## config.mk

```make
export PLATFORM = sky130hd
export DESIGN_NAME = decode_sequencer
export DESIGN_NICKNAME = d
export VERILOG_FILES = /design/src/rtl/decode_sequencer.sv
export SDC_FILE = /design/constraint.sdc
export NUM_CORES = 1
export LEC_CHECK = 0
export ABC_AREA = 0
export BUFFER_PORTS_ARGS = -buffer_cell sky130_fd_sc_hd__buf_2
export CORE_MARGIN = 2
export CORE_UTILIZATION = 23
export DETAILED_ROUTE_END_ITERATION = 6
export PLACE_DENSITY = 0.49
export SETUP_SLACK_MARGIN = 0.02
export SLEW_MARGIN = 20
export SYNTH_ARGS = -nofsm -noshare
export SYNTH_HDL_FRONTEND = slang
export SYNTH_SLANG_ARGS = --single-unit
export TNS_END_PERCENT = 20
```

## constraint.sdc

```tcl
create_clock -name clk -period 4.5 [get_ports clk]
set_input_delay 0.45 -clock clk [delete_from_list [all_inputs] [get_ports clk]]
set_output_delay 0.45 -clock clk [all_outputs]
set_load 0.005 [all_outputs]
```

## src/rtl/decode_sequencer.sv

```systemverilog
// decode_sequencer
//   Issues fetched or forced opcodes to an execute unit. Each accepted opcode
//   is split into instruction/params and a combined delay/side-set field; the
//   side-set is strobed on the first execute cycle and the delay is spent as
//   idle cycles after the instruction completes.
//
// Ports
//   clk, reset             : clock, synchronous active-high reset
//   in_enable              : 0 freezes the sequencer and silences its handshakes
//   in_smPinCtrl[31:29]    : side-set bit count
//   in_smExecCtrl[30:29]   : side-set optional enable / side-set targets pindirs
//   in_valid, in_opCode    : fetched opcode, consumed when out_ready & ~out_forceAccept
//   out_ready              : an opcode can be taken this cycle
//   in_forceValid/Opcode   : forced opcode, has priority over the fetched one
//   out_forceAccept        : the forced opcode was taken this cycle
//   in_stall               : execute unit holds the current instruction
//   in_flush               : drop the current instruction and any delay
//   out_execValid          : instruction presented to execute
//   out_instruction        : opcode bits [15:13]
//   out_instructionParams  : opcode bits [7:0]
//   out_sideSet            : side-set value, LSB-aligned
//   out_sideStrobe         : apply the side-set this cycle
//   out_sidePindir         : side-set targets pindirs
//   out_delayActive        : delay countdown in progress
module decode_sequencer #(
   parameter int OPCODE_W  = 16,
   parameter int FIELD_LSB = 8,
   parameter int FIELD_W   = 5,
   parameter int CNT_W     = 5
) (
   input  logic                clk,
   input  logic                reset,
   input  logic                in_enable,
   input  logic [31:0]         in_smPinCtrl,
   input  logic [31:0]         in_smExecCtrl,
   input  logic                in_valid,
   input  logic [OPCODE_W-1:0] in_opCode,
   output logic                out_ready,
   input  logic                in_forceValid,
   input  logic [OPCODE_W-1:0] in_forceOpcode,
   output logic                out_forceAccept,
   input  logic                in_stall,
   input  logic                in_flush,
   output logic                out_execValid,
   output logic [2:0]          out_instruction,
   output logic [7:0]          out_instructionParams,
   output logic [FIELD_W-1:0]  out_sideSet,
   output logic                out_sideStrobe,
   output logic                out_sidePindir,
   output logic                out_delayActive
);

   typedef enum logic [1:0] {IDLE, EXEC, DELAY} state_t;

   state_t             state;
   logic [CNT_W-1:0]   count;
   logic [2:0]         instr_q;
   logic [7:0]         params_q;
   logic [FIELD_W-1:0] side_q;
   logic [FIELD_W-1:0] delay_q;
   logic               side_en_q;
   logic               pindir_q;
   logic               strobe_done;

   logic [OPCODE_W-1:0] sel_op;
   logic [FIELD_W-1:0]  field;
   logic [FIELD_W-1:0]  side_d;
   logic [FIELD_W-1:0]  delay_d;
   logic                side_en_d;
   logic [31:0]         cnt_c;
   logic [31:0]         dcnt_c;

   logic complete;
   logic ready_c;
   logic accept;

   // Field decode of whichever opcode would be taken this cycle.
   always_comb begin
      sel_op = in_forceValid ? in_forceOpcode : in_opCode;
      field  = sel_op[FIELD_LSB +: FIELD_W];
      cnt_c  = {29'd0, in_smPinCtrl[31:29]};
      if (cnt_c > 32'(FIELD_W)) cnt_c = 32'(FIELD_W);
      dcnt_c    = 32'(FIELD_W) - cnt_c;
      side_d    = field >> dcnt_c;
      delay_d   = field & FIELD_W'((32'd1 << dcnt_c) - 32'd1);
      side_en_d = (cnt_c != 32'd0);
      // Optional side-set: the top side bit is the enable, not part of the value.
      if (in_smExecCtrl[30] && cnt_c != 32'd0) begin
         side_en_d = field[FIELD_W-1];
         side_d    = side_d & ~FIELD_W'(32'd1 << (cnt_c - 32'd1));
      end
   end

   // Handshake: ready in IDLE, on a zero-delay completion, and on the last delay cycle.
   always_comb begin
      complete = (state == EXEC) && !in_stall;
      ready_c  = 1'b0;
      if (!reset && in_enable && !in_flush) begin
         case (state)
            IDLE:    ready_c = 1'b1;
            EXEC:    ready_c = complete && (delay_q == '0);
            DELAY:   ready_c = (count == CNT_W'(1));
            default: ready_c = 1'b0;
         endcase
      end
      accept = ready_c && (in_forceValid || in_valid);
   end

   assign out_ready       = ready_c;
   assign out_forceAccept = accept && in_forceValid;
   assign out_execValid   = !reset && in_enable && (state == EXEC);
   // strobe_done keeps a stall or an enable gap from re-firing the side-set.
   assign out_sideStrobe  = !reset && in_enable && !in_flush && (state == EXEC)
                            && side_en_q && !strobe_done;
   assign out_delayActive = !reset && (state == DELAY);
   assign out_instruction       = reset ? '0 : instr_q;
   assign out_instructionParams = reset ? '0 : params_q;
   assign out_sideSet           = reset ? '0 : side_q;
   assign out_sidePindir        = !reset && pindir_q;

   always_ff @(posedge clk) begin
      if (reset) begin
         state       <= IDLE;
         count       <= '0;
         instr_q     <= '0;
         params_q    <= '0;
         side_q      <= '0;
         delay_q     <= '0;
         side_en_q   <= 1'b0;
         pindir_q    <= 1'b0;
         strobe_done <= 1'b0;
      end else if (in_flush) begin
         state <= IDLE;
         count <= '0;
      end else if (in_enable) begin
         if (accept) begin
            state       <= EXEC;
            count       <= '0;
            strobe_done <= 1'b0;
            instr_q     <= sel_op[15:13];
            params_q    <= sel_op[7:0];
            side_q      <= side_d;
            delay_q     <= delay_d;
            side_en_q   <= side_en_d;
            pindir_q    <= in_smExecCtrl[29];
         end else begin
            case (state)
               EXEC: begin
                  strobe_done <= 1'b1;
                  if (complete) begin
                     if (delay_q != '0) begin
                        count <= CNT_W'(delay_q);
                        state <= DELAY;
                     end else begin
                        state <= IDLE;
                     end
                  end
               end
               DELAY: begin
                  count <= count - CNT_W'(1);
                  if (count == CNT_W'(1)) state <= IDLE;
               end
               default: ;
            endcase
         end
      end
   end

   logic unused_bits;
   assign unused_bits = ^{in_smPinCtrl[28:0], in_smExecCtrl[31], in_smExecCtrl[28:0], sel_op};

endmodule

```

==> flow_metrics.tcl <==
set metrics [dict create \
    setup_ws_ps 2130 \
    dp_cells 406 \
    avgSynthCellArea_um2 8.19 \
    crit_type "reg2out" \
    hold_ws_ps 358 \
    clock-root-buffer "clkbuf_8" \
    rsz0062_at_grt "false" \
    synth-main-ff-cell "dfxtp_1" \
    rows 34 \
    hold_buffers 0 \
    tns_ps 0 \
    fill_cells 941 \
    fmax_mhz 423 \
    vdd_drop_max_uv 102 \
    crit_path_start_kind "register" \
    wire_per_inst_um 12.8 \
    synth_top_area_share_pct 30.7 \
    nNetsFinal 416 \
    pre_cts_ws_ps 1880 \
    hold_path_class "in2reg" \
    clock_latency_ps 280 \
    end_kind "primary output" \
    syn-cell-area_mm2 0.00202 \
    dpl_cell_area_mm2 0.00241 \
    finalSetupViolations 0 \
    die_w_um 97.8 \
    ios 125 \
    finalWorstPathRequiredPeriod_ps 2370 \
    ys_ff_latch 31 \
    cts_max_path_buffers 2 \
    cts_made_buffers 5 \
    vias_per_cell 4.64 \
    io_buffers 65 \
    slew_violations 0 \
    cts.clk_slew.worst_paths_ps 70 \
    die_h_um 97.8 \
    outcome "complete, no violations" \
    post-synth-top-area-cell "dfxtp_1" \
    cpMaxStageDelayCell "dfxtp_1" \
    die-area_mm2 0.00956 \
    finClkSkew_ps 9.69 \
    yosys.cell_types.count 48 \
    post_cts_resize_count 0 \
    start_util_pct 23.4 \
    grt_pass1_wl_mm 8.78 \
    hpwl_mm 3.95 \
    gp_congestion 0.834 \
    p_per_area_mw_per_mm2 274 \
    maxSlewHeadroom_pct 47.9 \
    ys_warn_count 0 \
    core_mm2 0.00864 \
    final_area_mm2 0.00253 \
    path_max_fanout 7 \
    overflow 0 \
    p_total_mw 0.694 \
    drive_above_1_share_pct 27.5 \
    final_hold_viol_count 0 \
    fin_cells 414 \
    drt-pass1-iter-count 4 \
    use_met3_pct 2.93 \
    cts_tree "done" \
    antenna_left 0 \
    drt_iter0_markers 35 \
    grt_usage_pct 11.1 \
    grt-busiest-layer "met2" \
    maxCapViolCount 0 \
    seq_area_frac_synth_pct 30.7 \
    seqCellArea_um2 621 \
    cts_max_level 2 \
    wirelength_mm 5.29 \
    final_util_pct 29.3 \
    leakage_nw 1.08 \
    multi_input_area_mm2 0.00129 \
    grt_max_degree 43 \
    ys_top_cells_by_area "dfxtp_1 (31%), mux2i_1 (9.9%), nor2b_1 (5.9%), ha_1 (4.9%), a211oi_1 (4.5%)" \
    cp.arrival_ps 1920 \
    post_cts_buffers 0 \
    use_met2_pct 16.9 \
    insertedDiodeCount 0 \
    worst_pin_slew_ps 782 \
    area_growth_pct 25.1 \
    rrSetupSlack_ps 2230 \
    synth_edf_count 0 \
    syn-num-nets 358 \
    syn_inst 247 \
    ys_async_sr_fraction_pct 0 \
    slowest_delay_ps 470 \
    cts_sinks 31 \
    antenna_found_initial 0 \
    via_count 1920 \
    grt_use_met1_pct 15.4 \
    grt_pass1_vias 1790 \
    period_share_pct 52.6 \
    drc 0 \
    cp.required_ps 4050 \
    cp_cell_sequence "ha_1, or4b_4, nand2_2, a32o_1, and2_1, buf_2" \
]
==> path summary, 6_finish.rpt <==
check | from | endpoint | cells after the start
setup / recovery | count[0] | out_forceAccept | 6
hold / removal | in_smExecCtrl[29] | pindir_q | 3
setup reg to reg | count[0] | instr_q[0] | 7
hold reg to reg | side_en_q | side_en_q | 2
==> logic make-up (layout without fill, tap and decap cells) <==
group,Yosys count,in the layout,share of synthesized area [%]
compound gates,52,52,18.0
xor+xnor,4,4,1.73
fa+ha+maj,9,9,5.44
buf+inv,24,83,5.69
flops,31,31,30.7
mux,23,23,11.6
simple gates,104,104,26.9
==> final cells by class <==
class	count	share of cell area, %
inverters	8	1.19
multi-input cells	192	50.9
flip-flops and latches	31	24.5
clock inverters	2	1.38
well taps	108	5.34
clock buffers	6	3.26
repair buffers	67	13.4
==> report_power, final <==
group          switching [mW]  internal, mW
combinational          0.0653        0.0506
sequential            0.00457         0.283
clock                   0.111         0.179
==> synth_stat cells, types with 2 or more instances <==
cell       count
o21ai_0        9
nor2b_1       19
a31oi_1        2
nor4_1         3
ha_1           8
a21oi_1       10
mux2_2         3
buf_4          4
buf_2          2
a32o_1         3
a21o_1         2
nand2b_1       8
nand2_1       23
xnor2_1        3
nor2_1        22
inv_1          8
a211oi_1      12
nor3_1         7
nand3_1        9
o2bb2ai_1      2
mux2i_1       20
o2111ai_1      2
clkbuf_1       8
and2_1         2
dfxtp_1       31
nor3b_1        2
a221o_1        2
==> worst max-delay path: cells and delay by family (launching register included) <==
| family | cells | cell delay, ps |
|---|---|---|
| AO/OA/AOI/OAI | 1 | 180 |
| flip-flops | 1 | 470 |
| adder cells (fa/ha/maj) | 1 | 180 |
| AND/OR/NAND/NOR | 3 | 700 |
| buffers and inverters | 1 | 100 |
==> registers in the layout, summed over array words and instances (netlist names) <==
name,flops
instr_q,3
delay_q,5
params_q,8
strobe_done,1
pindir_q,1
side_en_q,1
side_q,5
state,2
count,5
==> layout by cell type (no fill, tap or decap), types with 3 or more instances in the layout <==
master    Yosys  layout
clkbuf_8      0       6
inv_1         8       8
a21oi_1      10      10
nand2b_1      8       8
buf_2         2      65
nor2b_1      19      19
o21ai_0       9       9
nor2_1       22      22
mux2_2        3       3
nand3_1       9       9
xnor2_1       3       3
dfxtp_1      31      31
ha_1          8       8
a211oi_1     12      12
nor3_1        7       7
a32o_1        3       3
nor4_1        3       3
nand2_1      23      23
mux2i_1      20      20
==> routing by layer <==
metal  up-vias  part of all wire, %
met4         0                 0.93
met1       867                   51
met5         -                    0
li1       1002                    -
met2        47                   43
met3         4                  5.1
No activity file was read; power rests on OpenSTA's default activity.
